===== src/rtl/mem_wb_stage.sv =====
// MEM->WB pipeline register with load alignment/extension, misalignment detection and GPR bypass view.
// Optional feature macro: WB_LWLR_EN enables LWL/LWR lane merging; without it ld_type 110/111 is a no-op.
module mem_wb_stage #(
    parameter int DATA_WIDTH = 32,
    parameter int ADDR_WIDTH = 5
) (
    input  logic                  clk,
    input  logic                  reset,
    input  logic                  mem_valid,
    input  logic                  mem_reg_write,
    input  logic [ADDR_WIDTH-1:0] mem_rd_addr,
    input  logic [2:0]            mem_ld_type,
    input  logic [1:0]            mem_byte_off,
    input  logic [DATA_WIDTH-1:0] mem_alu_res,
    input  logic [DATA_WIDTH-1:0] mem_rdata,
    input  logic                  stall,
    input  logic                  flush,
    output logic [ADDR_WIDTH-1:0] wb_rd_addr,
    output logic [DATA_WIDTH-1:0] wb_rd_in,
    output logic [3:0]            wb_byte_w_en,
    output logic                  wb_write,
    output logic                  wb_addr_err,
    output logic                  fwd_valid
);

    localparam logic [2:0] LD_ALU = 3'b000;
    localparam logic [2:0] LD_LB  = 3'b001;
    localparam logic [2:0] LD_LBU = 3'b010;
    localparam logic [2:0] LD_LH  = 3'b011;
    localparam logic [2:0] LD_LHU = 3'b100;
    localparam logic [2:0] LD_LW  = 3'b101;
    localparam logic [2:0] LD_LWL = 3'b110;
    localparam logic [2:0] LD_LWR = 3'b111;

    logic [7:0]            byte_sel;
    logic [15:0]           half_sel;
    logic [DATA_WIDTH-1:0] nxt_data;
    logic [3:0]            nxt_en;
    logic                  nxt_mis;
    logic                  nxt_noop;

    logic                  valid_q;
    logic                  reg_write_q;
    logic [ADDR_WIDTH-1:0] rd_addr_q;
    logic [DATA_WIDTH-1:0] data_q;
    logic [3:0]            en_q;
    logic                  mis_q;
    logic                  noop_q;
    logic                  done_q;

    always_comb begin
        byte_sel = mem_rdata[7:0];
        case (mem_byte_off)
            2'd1:    byte_sel = mem_rdata[15:8];
            2'd2:    byte_sel = mem_rdata[23:16];
            2'd3:    byte_sel = mem_rdata[31:24];
            default: byte_sel = mem_rdata[7:0];
        endcase
        half_sel = mem_byte_off[1] ? mem_rdata[31:16] : mem_rdata[15:0];

        nxt_data = mem_alu_res;
        nxt_en   = 4'hF;
        nxt_mis  = 1'b0;
        nxt_noop = 1'b0;
        case (mem_ld_type)
            LD_ALU: nxt_data = mem_alu_res;
            LD_LB:  nxt_data = {{(DATA_WIDTH-8){byte_sel[7]}}, byte_sel};
            LD_LBU: nxt_data = {{(DATA_WIDTH-8){1'b0}}, byte_sel};
            LD_LH: begin
                nxt_data = {{(DATA_WIDTH-16){half_sel[15]}}, half_sel};
                nxt_mis  = mem_byte_off[0];
            end
            LD_LHU: begin
                nxt_data = {{(DATA_WIDTH-16){1'b0}}, half_sel};
                nxt_mis  = mem_byte_off[0];
            end
            LD_LW: begin
                nxt_data = mem_rdata;
                nxt_mis  = (mem_byte_off != 2'd0);
            end
`ifdef WB_LWLR_EN
            // LWL fills the upper lanes, LWR the lower lanes; the GPR merges by byte enable.
            LD_LWL: begin
                nxt_data = mem_rdata << {2'd3 - mem_byte_off, 3'b000};
                nxt_en   = 4'hF << (2'd3 - mem_byte_off);
            end
            LD_LWR: begin
                nxt_data = mem_rdata >> {mem_byte_off, 3'b000};
                nxt_en   = 4'hF >> mem_byte_off;
            end
`else
            LD_LWL, LD_LWR: begin
                nxt_data = '0;
                nxt_noop = 1'b1;
            end
`endif
            default: nxt_data = mem_alu_res;
        endcase
        if (!mem_valid || nxt_mis || nxt_noop) nxt_en = 4'h0;
    end

    // done marks a held instruction whose write/error has already been presented once.
    always_ff @(posedge clk) begin
        if (reset || flush) begin
            valid_q     <= 1'b0;
            reg_write_q <= 1'b0;
            rd_addr_q   <= '0;
            data_q      <= '0;
            en_q        <= 4'h0;
            mis_q       <= 1'b0;
            noop_q      <= 1'b0;
            done_q      <= 1'b0;
        end else if (stall) begin
            done_q <= 1'b1;
        end else begin
            valid_q     <= mem_valid;
            reg_write_q <= mem_reg_write;
            rd_addr_q   <= mem_rd_addr;
            data_q      <= nxt_data;
            en_q        <= nxt_en;
            mis_q       <= nxt_mis;
            noop_q      <= nxt_noop;
            done_q      <= 1'b0;
        end
    end

    assign wb_rd_addr   = rd_addr_q;
    assign wb_rd_in     = data_q;
    assign wb_byte_w_en = en_q;
    assign wb_write     = valid_q & reg_write_q & ~mis_q & ~noop_q &
                          (rd_addr_q != '0) & ~done_q;
    assign wb_addr_err  = valid_q & mis_q & ~done_q;
    assign fwd_valid    = wb_write;

endmodule

===== config.mk =====
export PLATFORM = sky130hd
export DESIGN_NAME = mem_wb_stage
export DESIGN_NICKNAME = d
export VERILOG_FILES = /design/src/rtl/mem_wb_stage.sv
export SDC_FILE = /design/constraint.sdc
export NUM_CORES = 1
export LEC_CHECK = 0
export ABC_CLOCK_PERIOD_IN_PS = 1900
export CORE_UTILIZATION = 30
export DETAILED_ROUTE_END_ITERATION = 10
export PLACE_DENSITY = 0.68
export SLEW_MARGIN = 20
export SYNTH_ARGS = -nofsm -noshare
export SYNTH_HDL_FRONTEND = slang
export SYNTH_SLANG_ARGS = --single-unit

===== constraint.sdc =====
create_clock -name clk -period 1.9 [get_ports clk]
set_clock_uncertainty 0.1 [all_clocks]
set_input_delay 0.285 -clock clk [delete_from_list [all_inputs] [get_ports clk]]
set_output_delay 0.285 -clock clk [all_outputs]
set_load 0.02 [all_outputs]

==> impl_metrics.xml, run 1 <==
<?xml version="1.0" encoding="UTF-8"?>
<metrics>
  <group name="run_status">
    <metric name="outcome" unit="">complete, no violations</metric>
  </group>
  <group name="die">
    <metric name="dieArea" unit="sq um">9800</metric>
    <metric name="core_region_area" unit="sq um">9200</metric>
    <metric name="die_w" unit="um">99</metric>
    <metric name="die_height" unit="um">99</metric>
    <metric name="initial_core_util" unit="">0.307</metric>
    <metric name="ios" unit="">124</metric>
    <metric name="floorplan.rows" unit="">35</metric>
  </group>
  <group name="setup_path">
    <metric name="cp_slowest_cell" unit="">sky130_fd_sc_hd__mux4_2</metric>
    <metric name="timing.critical_path.required" unit="ps">2000</metric>
    <metric name="crit_type" unit="">in2reg</metric>
    <metric name="worst-endpoint-arrival" unit="ps">1970</metric>
    <metric name="setup.worst_path.end_class" unit="">flop</metric>
    <metric name="timing.critical_path.max_delay_family" unit="">buffers and inverters</metric>
    <metric name="critical_path_buf_inv_count" unit="">2</metric>
    <metric name="worst_path_cell_trace" unit="">clkdlybuf4s50_1 -&gt; mux4_2 -&gt; o211ai_4 -&gt; buf_4 -&gt; a31oi_1 -&gt; a21o_1</metric>
    <metric name="worst_path_largest_cell_delay" unit="ps">530</metric>
    <metric name="sort_of_element_at_the_start_of_the_critical_path" unit="">input pin</metric>
    <metric name="path_max_fanout" unit="">5</metric>
  </group>
  <group name="clock_tree">
    <metric name="max-clock-path-buffers" unit="">2</metric>
    <metric name="cts_tree" unit="">done</metric>
    <metric name="ctsHoldBuffers" unit="">0</metric>
    <metric name="insertion_delay_to_the_later_sink_of_the_worst_skew_pair" unit="ps">300</metric>
    <metric name="cts.reportedPaths.clkPinSlew" unit="ps">90</metric>
    <metric name="root_buffer_selected_by_cts" unit="">sky130_fd_sc_hd__clkbuf_8</metric>
    <metric name="post_cts_repair_setup_buffers" unit="">0</metric>
    <metric name="clkSinkCount" unit="">43</metric>
    <metric name="tritoncts_buffer_count" unit="">5</metric>
    <metric name="ctsHtreeMaxLevel" unit="">2</metric>
  </group>
  <group name="grt">
    <metric name="global_route.usage.total" unit="">0.215</metric>
    <metric name="first_global_vias" unit="">3252</metric>
    <metric name="grt_max_degree" unit="">43</metric>
    <metric name="first_pass_grt_wire_length" unit="um">16500</metric>
    <metric name="globalRoute.totalOverflow" unit="">0</metric>
    <metric name="antenna_found_initial" unit="">0</metric>
  </group>
  <group name="layout">
    <metric name="share_of_the_core_filled_with_cells" unit="">0.489</metric>
    <metric name="antenna_cells_inserted" unit="">0</metric>
    <metric name="fraction_of_final_layout_cells_with_drive_strength_greater_than_1" unit="">0.149</metric>
    <metric name="num-fill-cells" unit="">885</metric>
    <metric name="instances_no_fill" unit="">594</metric>
    <metric name="mostFrequentLayoutCells" unit="">sky130_fd_sc_hd__clkdlybuf4s50_1, sky130_fd_sc_hd__dfxtp_1, sky130_fd_sc_hd__nand2_1, sky130_fd_sc_hd__o21ai_0, sky130_fd_sc_hd__buf_4</metric>
    <metric name="layout-area-overhead-vs-synth" unit="%">59.2</metric>
    <metric name="layout_commonest_cell" unit="">sky130_fd_sc_hd__clkdlybuf4s50_1</metric>
    <metric name="design_area" unit="sq um">4490</metric>
    <metric name="nets" unit="">562</metric>
  </group>
  <group name="logic_synthesis">
    <metric name="post-synth-top-area-cell" unit="">sky130_fd_sc_hd__dfxtp_1</metric>
    <metric name="asyncSetResetFlopFracSynth" unit="">0</metric>
    <metric name="netlist_area" unit="sq um">2820</metric>
    <metric name="yosys_most_used_dff" unit="">sky130_fd_sc_hd__dfxtp_1</metric>
    <metric name="yosysTopAreaCellShare" unit="">0.305</metric>
    <metric name="synth_seq_area_share" unit="">0.305</metric>
    <metric name="synth_seq_cells" unit="">43</metric>
    <metric name="post_synth.cell_area_avg" unit="sq um">8.16</metric>
    <metric name="syn_nets" unit="">426</metric>
    <metric name="syn-instance-count" unit="">346</metric>
    <metric name="synthTopCellsByArea" unit="">sky130_fd_sc_hd__dfxtp_1, sky130_fd_sc_hd__mux2i_1, sky130_fd_sc_hd__o21ai_0</metric>
    <metric name="number_of_enable_flip_flop_cells_after_synthesis" unit="">0</metric>
    <metric name="yosysWarnings" unit="">0</metric>
    <metric name="synth_cell_type_count" unit="">39</metric>
  </group>
  <group name="power_and_ir_drop">
    <metric name="seq_power_share" unit="">0.417</metric>
    <metric name="switching_power" unit="uW">697</metric>
    <metric name="p_comb_frac" unit="">0.311</metric>
    <metric name="p_per_area" unit="nW/um^2">504</metric>
    <metric name="cell_internal_pwr" unit="uW">1570</metric>
    <metric name="irDropWorstVdd" unit="uV">268</metric>
    <metric name="p_sw_frac" unit="">0.307</metric>
    <metric name="clockPowerShare" unit="">0.272</metric>
    <metric name="leakage" unit="uW">0.00184</metric>
  </group>
  <group name="placement">
    <metric name="dp.final_hpwl" unit="um">8040</metric>
    <metric name="pre_cts_slack" unit="ps">-426</metric>
    <metric name="place.detailed.instances" unit="">585</metric>
    <metric name="port-buffer-count" unit="">123</metric>
    <metric name="place_congestion" unit="">0.895</metric>
    <metric name="place_area" unit="sq um">4380</metric>
  </group>
  <group name="sta">
    <metric name="achievable-frequency" unit="MHz">533</metric>
    <metric name="finalSetupViolations" unit="">0</metric>
    <metric name="final-max-slew-violation-count" unit="">0</metric>
    <metric name="finalHoldViolCount" unit="">0</metric>
    <metric name="finalWorstSetupSlack" unit="ps">25.0</metric>
    <metric name="max_slew.worst_pin.slew" unit="ps">376</metric>
    <metric name="final_period_minus_worst_setup_slack" unit="ps">1880</metric>
    <metric name="timing.slew.headroom" unit="">0.749</metric>
    <metric name="grt_setup_unrepaired" unit="">yes</metric>
    <metric name="post_route_clock_period_utilization" unit="">0.987</metric>
  </group>
  <group name="routing">
    <metric name="postRouteAntennaNets" unit="">0</metric>
    <metric name="avgRoutedWirePerCell" unit="um">17.7</metric>
    <metric name="drt-initial-drc-count" unit="">222</metric>
    <metric name="router_iterations_before_antenna_repair" unit="">4</metric>
    <metric name="detailroute.via_count" unit="">3255</metric>
    <metric name="post_drt_via_cell_ratio" unit="">5.48</metric>
    <metric name="wl" unit="um">10500</metric>
    <metric name="drcViolationCount" unit="">0</metric>
  </group>
  <group name="job">
    <metric name="max_cap_violations" unit="">0</metric>
  </group>
  <group name="hold_path">
    <metric name="holdCritPathClass" unit="">reg2reg</metric>
  </group>
</metrics>
## registers in the layout (all words and copies together), names as in the netlist
register	cells
wb_rd_addr	5
reg_write_q	1
wb_byte_w_en	1
valid_q	1
done_q	1
noop_q	1
mis_q	1
wb_rd_in	32
## stage by stage
step                      hold slack, ps  power (uW)  setup TNS (ps)
after floorplan                      262        1280               0
after global placement               337        1650           -9500
after detailed placement             342        1660          -11850
after CTS                            363        2280               0
after global routing                 384        2390           -7.23
final                                358        2270               0
## cell families (layout without fill, tap and decap cells)
family                 after synthesis  in the layout  share of synthesized area
buffers and inverters               50            187                     0.0855
muxes                               30             30                      0.114
DFF                                 43             43                      0.305
AOI/OAI and AO/OA                  157            157                      0.386
and+or+nand+nor                     66             66                      0.109
## worst paths after layout
path	startpoint	end	slack (ps)	cells past startpoint
max reg2reg	mis_q$_SDFFE_PP0N_	mis_q$_SDFFE_PP0N_	1120	3
max	mem_rdata[7]	wb_rd_in[24]$_SDFFE_PP0N_	20	6
min reg2reg	wb_rd_in[4]$_SDFFE_PP0N_	wb_rd_in[4]$_SDFFE_PP0N_	360	2
min	wb_rd_in[4]$_SDFFE_PP0N_	wb_rd_in[4]$_SDFFE_PP0N_	360	2
## worst reg2reg max path, delay by kind of cell, from the launching register on
kind                   cells  cell delay, ps
DFF                        1             330
buffers and inverters      1             130
AOI/OAI and AO/OA          1              60
and+or+nand+nor            1              50
## power by group through the flow
stage / Sequential, uW / Combinational (uW) / Clock (uW)
after CTS: 945 / 699 / 635
after detailed placement: 966 / 694 / 0
after global routing: 949 / 753 / 684
after global placement: 965 / 688 / 0
after floorplan: 994 / 285 / 0
final: 945 / 705 / 616
## timing repair
| action | in CTS | in global routing |
|---|---|---|
| hold endpoints to repair | 0 | 0 |
| gates cloned | 0 | 1 |
| endpoints found under the setup margin | 33 | 20 |
| pin swaps | 1 | 1 |
| gates resized for setup | 11 | 7 |
## Yosys cell counts (8+ instances only)
cell                       instances
sky130_fd_sc_hd__a31oi_1          16
sky130_fd_sc_hd__a22oi_1          21
sky130_fd_sc_hd__o21ai_0          41
sky130_fd_sc_hd__a32oi_1           8
sky130_fd_sc_hd__a21oi_1          18
sky130_fd_sc_hd__dfxtp_1          43
sky130_fd_sc_hd__nand2_1          41
sky130_fd_sc_hd__clkbuf_1         22
sky130_fd_sc_hd__inv_1            11
sky130_fd_sc_hd__a21o_1           17
sky130_fd_sc_hd__mux2i_1          22
sky130_fd_sc_hd__a22o_1            9
## metal layers
layer  vias to the layer above  GRT usage  part of all wire
met3                        20     0.0277             0.060
met4                         0     0.0723             0.021
met2                       119      0.360              0.46
met5                         -          0                 0
met1                      1529      0.284              0.46
li1                       1587          -                 -
## layout make-up
class / instances / area [sq um] / area share
clock buffer: 5 / 68.8 / 0.0153
clock inverter: 3 / 25.0 / 0.00557
inverter: 11 / 41.3 / 0.00919
multi-input combinational: 253 / 1740 / 0.388
sequential: 43 / 861 / 0.192
tap: 111 / 139 / 0.0309
timing repair buffer: 168 / 1620 / 0.360
Note: power is estimated with default switching activity, not from simulation.
==> inputs of run 2 (changes only) <==
--- a/config.mk
+++ b/config.mk
@@ -5,10 +5,10 @@
 export SDC_FILE = /design/constraint.sdc
 export NUM_CORES = 1
 export LEC_CHECK = 0
-export ABC_CLOCK_PERIOD_IN_PS = 1900
+export ABC_CLOCK_PERIOD_IN_PS = 1600
 export CORE_UTILIZATION = 30
 export DETAILED_ROUTE_END_ITERATION = 10
-export PLACE_DENSITY = 0.68
+export PLACE_DENSITY = 0.7
 export SLEW_MARGIN = 20
 export SYNTH_ARGS = -nofsm -noshare
 export SYNTH_HDL_FRONTEND = slang
==> constraint.sdc (replaced) <==
create_clock -name clk -period 1.6 [get_ports clk]
set_clock_uncertainty 0.1 [all_clocks]
set_input_delay 0.24 -clock clk [delete_from_list [all_inputs] [get_ports clk]]
set_output_delay 0.24 -clock clk [all_outputs]
set_load 0.02 [all_outputs]
==> impl_metrics.xml, run 2 (synthesis gave the netlist of run 1 again) <==
<?xml version="1.0" encoding="UTF-8"?>
<metrics>
  <group name="setup_path">
    <metric name="cp_num_cells" unit="">4</metric>
    <metric name="setup.worst_path.end_class" unit="">primary output</metric>
    <metric name="worst-endpoint-arrival" unit="ps">1300</metric>
    <metric name="worst_path_largest_cell_delay" unit="ps">350</metric>
    <metric name="worst_path_cell_trace" unit="">nor4b_4 -&gt; nand2_1 -&gt; a21oi_2 -&gt; buf_4</metric>
    <metric name="timing.critical_path.required" unit="ps">1260</metric>
    <metric name="crit_type" unit="">reg2out</metric>
    <metric name="critical_path_buf_inv_count" unit="">1</metric>
    <metric name="sort_of_element_at_the_start_of_the_critical_path" unit="">flop</metric>
    <metric name="timing.critical_path.max_delay_family" unit="">simple AND/OR/NAND/NOR gates</metric>
    <metric name="worst_r2r_path_cells" unit="">2</metric>
    <metric name="cp_slowest_cell" unit="">sky130_fd_sc_hd__dfxtp_1</metric>
    <metric name="path_max_fanout" unit="">2</metric>
    <metric name="reg2reg_slack" unit="ps">760</metric>
  </group>
  <group name="sta">
    <metric name="achievable-frequency" unit="MHz">609</metric>
    <metric name="max_slew.worst_pin.slew" unit="ps">338</metric>
    <metric name="hold_slack" unit="ps">355</metric>
    <metric name="final-max-slew-violation-count" unit="">0</metric>
    <metric name="post_route_clock_period_utilization" unit="">1.03</metric>
    <metric name="grt_setup_unrepaired" unit="">yes</metric>
    <metric name="finalSetupViolations" unit="">2</metric>
    <metric name="timing.slew.headroom" unit="">0.774</metric>
    <metric name="final_period_minus_worst_setup_slack" unit="ps">1640</metric>
    <metric name="finalHoldViolCount" unit="">0</metric>
    <metric name="finalWorstSetupSlack" unit="ps">-41.4</metric>
  </group>
  <group name="layout">
    <metric name="design_area" unit="sq um">4660</metric>
    <metric name="num-fill-cells" unit="">884</metric>
    <metric name="layout.area.seq" unit="sq um">862</metric>
    <metric name="fraction_of_final_layout_cells_with_drive_strength_greater_than_1" unit="">0.217</metric>
    <metric name="total_area_of_multi_input_combinational_cells" unit="sq um">1780</metric>
    <metric name="largest_reg_flops" unit="">32</metric>
    <metric name="nets" unit="">586</metric>
    <metric name="share_of_the_core_filled_with_cells" unit="">0.507</metric>
    <metric name="antenna_cells_inserted" unit="">0</metric>
    <metric name="instances_no_fill" unit="">618</metric>
    <metric name="layout-area-overhead-vs-synth" unit="%">65.2</metric>
    <metric name="mostFrequentLayoutCells" unit="">sky130_fd_sc_hd__clkdlybuf4s50_1, sky130_fd_sc_hd__buf_4, sky130_fd_sc_hd__dfxtp_1</metric>
    <metric name="layout_commonest_cell" unit="">sky130_fd_sc_hd__clkdlybuf4s50_1</metric>
  </group>
  <group name="placement">
    <metric name="place_congestion" unit="">0.896</metric>
    <metric name="dp.final_hpwl" unit="um">8480</metric>
    <metric name="place.detailed.instances" unit="">605</metric>
    <metric name="port-buffer-count" unit="">123</metric>
    <metric name="place_area" unit="sq um">4510</metric>
  </group>
  <group name="power_and_ir_drop">
    <metric name="p_total" unit="uW">2730</metric>
    <metric name="irDropWorstVdd" unit="uV">320</metric>
    <metric name="leakage" unit="uW">0.00226</metric>
    <metric name="p_per_area" unit="nW/um^2">585</metric>
  </group>
  <group name="grt">
    <metric name="global_route.usage.total" unit="">0.226</metric>
    <metric name="first_pass_grt_wire_length" unit="um">17500</metric>
    <metric name="antenna_found_initial" unit="">0</metric>
    <metric name="globalRoute.totalOverflow" unit="">0</metric>
    <metric name="grt_max_degree" unit="">27</metric>
    <metric name="first_global_vias" unit="">3538</metric>
  </group>
  <group name="clock_tree">
    <metric name="max-clock-path-buffers" unit="">2</metric>
    <metric name="clkSinkCount" unit="">43</metric>
    <metric name="cts_tree" unit="">done</metric>
    <metric name="ctsHtreeMaxLevel" unit="">2</metric>
    <metric name="root_buffer_selected_by_cts" unit="">sky130_fd_sc_hd__clkbuf_8</metric>
    <metric name="cts.reportedPaths.clkPinSlew" unit="ps">90</metric>
    <metric name="tritoncts_buffer_count" unit="">5</metric>
    <metric name="insertion_delay_to_the_later_sink_of_the_worst_skew_pair" unit="ps">300</metric>
    <metric name="ctsHoldBuffers" unit="">0</metric>
  </group>
  <group name="routing">
    <metric name="postRouteAntennaNets" unit="">0</metric>
    <metric name="router_iterations_before_antenna_repair" unit="">5</metric>
    <metric name="detailroute.via_count" unit="">3478</metric>
    <metric name="wl" unit="um">11200</metric>
    <metric name="drt-initial-drc-count" unit="">263</metric>
    <metric name="post_drt_via_cell_ratio" unit="">5.63</metric>
    <metric name="avgRoutedWirePerCell" unit="um">18.1</metric>
    <metric name="drcViolationCount" unit="">0</metric>
  </group>
  <group name="die">
    <metric name="dieArea" unit="sq um">9800</metric>
    <metric name="ios" unit="">124</metric>
    <metric name="floorplan.rows" unit="">35</metric>
    <metric name="die_height" unit="um">99</metric>
    <metric name="die_w" unit="um">99</metric>
    <metric name="initial_core_util" unit="">0.307</metric>
    <metric name="core_region_area" unit="sq um">9200</metric>
  </group>
  <group name="run_status">
    <metric name="outcome" unit="">finished, violations left</metric>
    <metric name="failing_checks" unit="">negative setup slack</metric>
  </group>
  <group name="job">
    <metric name="max_cap_violations" unit="">0</metric>
  </group>
  <group name="hold_path">
    <metric name="worstHoldPathCells" unit="">2</metric>
    <metric name="holdCritPathClass" unit="">reg2reg</metric>
  </group>
</metrics>
run 2: cell count changes in the layout (fill, tap and decap cells not counted), sizes merged:
| cell | delta |
|---|---|
| clkdlybuf4s50 | -48 |
| dlygate4sd2 | +34 |
| buf | +25 |
| dlymetal6s2s | +8 |
| clkbuf | +5 |
| clkinv | -2 |
| clkinvlp | +1 |
| inv | +1 |
run 2: cell type report:
class / instances / area share
clock buffer: 5 / 0.0148
clock inverter: 3 / 0.00510
timing repair buffer: 192 / 0.374
sequential: 43 / 0.185
multi-input combinational: 253 / 0.382
inverter: 11 / 0.00885
tap: 111 / 0.0298
run 2: timing repair:
| action | in CTS | in global routing |
|---|---|---|
| cloned | 1 | 0 |
| resized for setup | 73 | 27 |
| setup endpoints to repair | 70 | 39 |
| setup buffers | 2 | 2 |
| pin swaps | 5 | 3 |
run 2: worst paths after layout:
| path | startpoint | endpoint |
|---|---|---|
| worst max-delay path | noop_q$_SDFFE_PP0N_ | wb_write |
| worst min-delay path | wb_rd_in[11]$_SDFFE_PP0N_ | wb_rd_in[11]$_SDFFE_PP0N_ |
| worst min register to register | wb_rd_in[11]$_SDFFE_PP0N_ | wb_rd_in[11]$_SDFFE_PP0N_ |
| worst max register to register | valid_q$_SDFFE_PP0N_ | valid_q$_SDFFE_PP0N_ |
run 2: report_power, final:
part	switching (uW)	internal, uW
Sequential	19.5	1100
Combinational	415	459
Clock	421	313
run 2: worst reg2reg max path: stages (launching register included):
cell and delay, ps:
sky130_fd_sc_hd__dfxtp_1 330, sky130_fd_sc_hd__buf_4 130, sky130_fd_sc_hd__a22o_1 190
run 2: per-layer routing:
metal  GRT usage  up-vias  share of wire
met3      0.0291       32          0.064
met5           0        -              0
met4      0.0987        0          0.030
met1       0.278     1623           0.42
met2       0.393      187           0.48
li1            -     1636              -
run 2: stage by stage:
stage,setup TNS (ps),worst slack (ps)
2_1_floorplan,-1520,-91.2
3_3_place_gp,-19510,-602
3_5_place_dp,-20640,-654
4_1_cts,-131,-65.8
5_1_grt,-250,-126
6_report,-81.9,-41.4
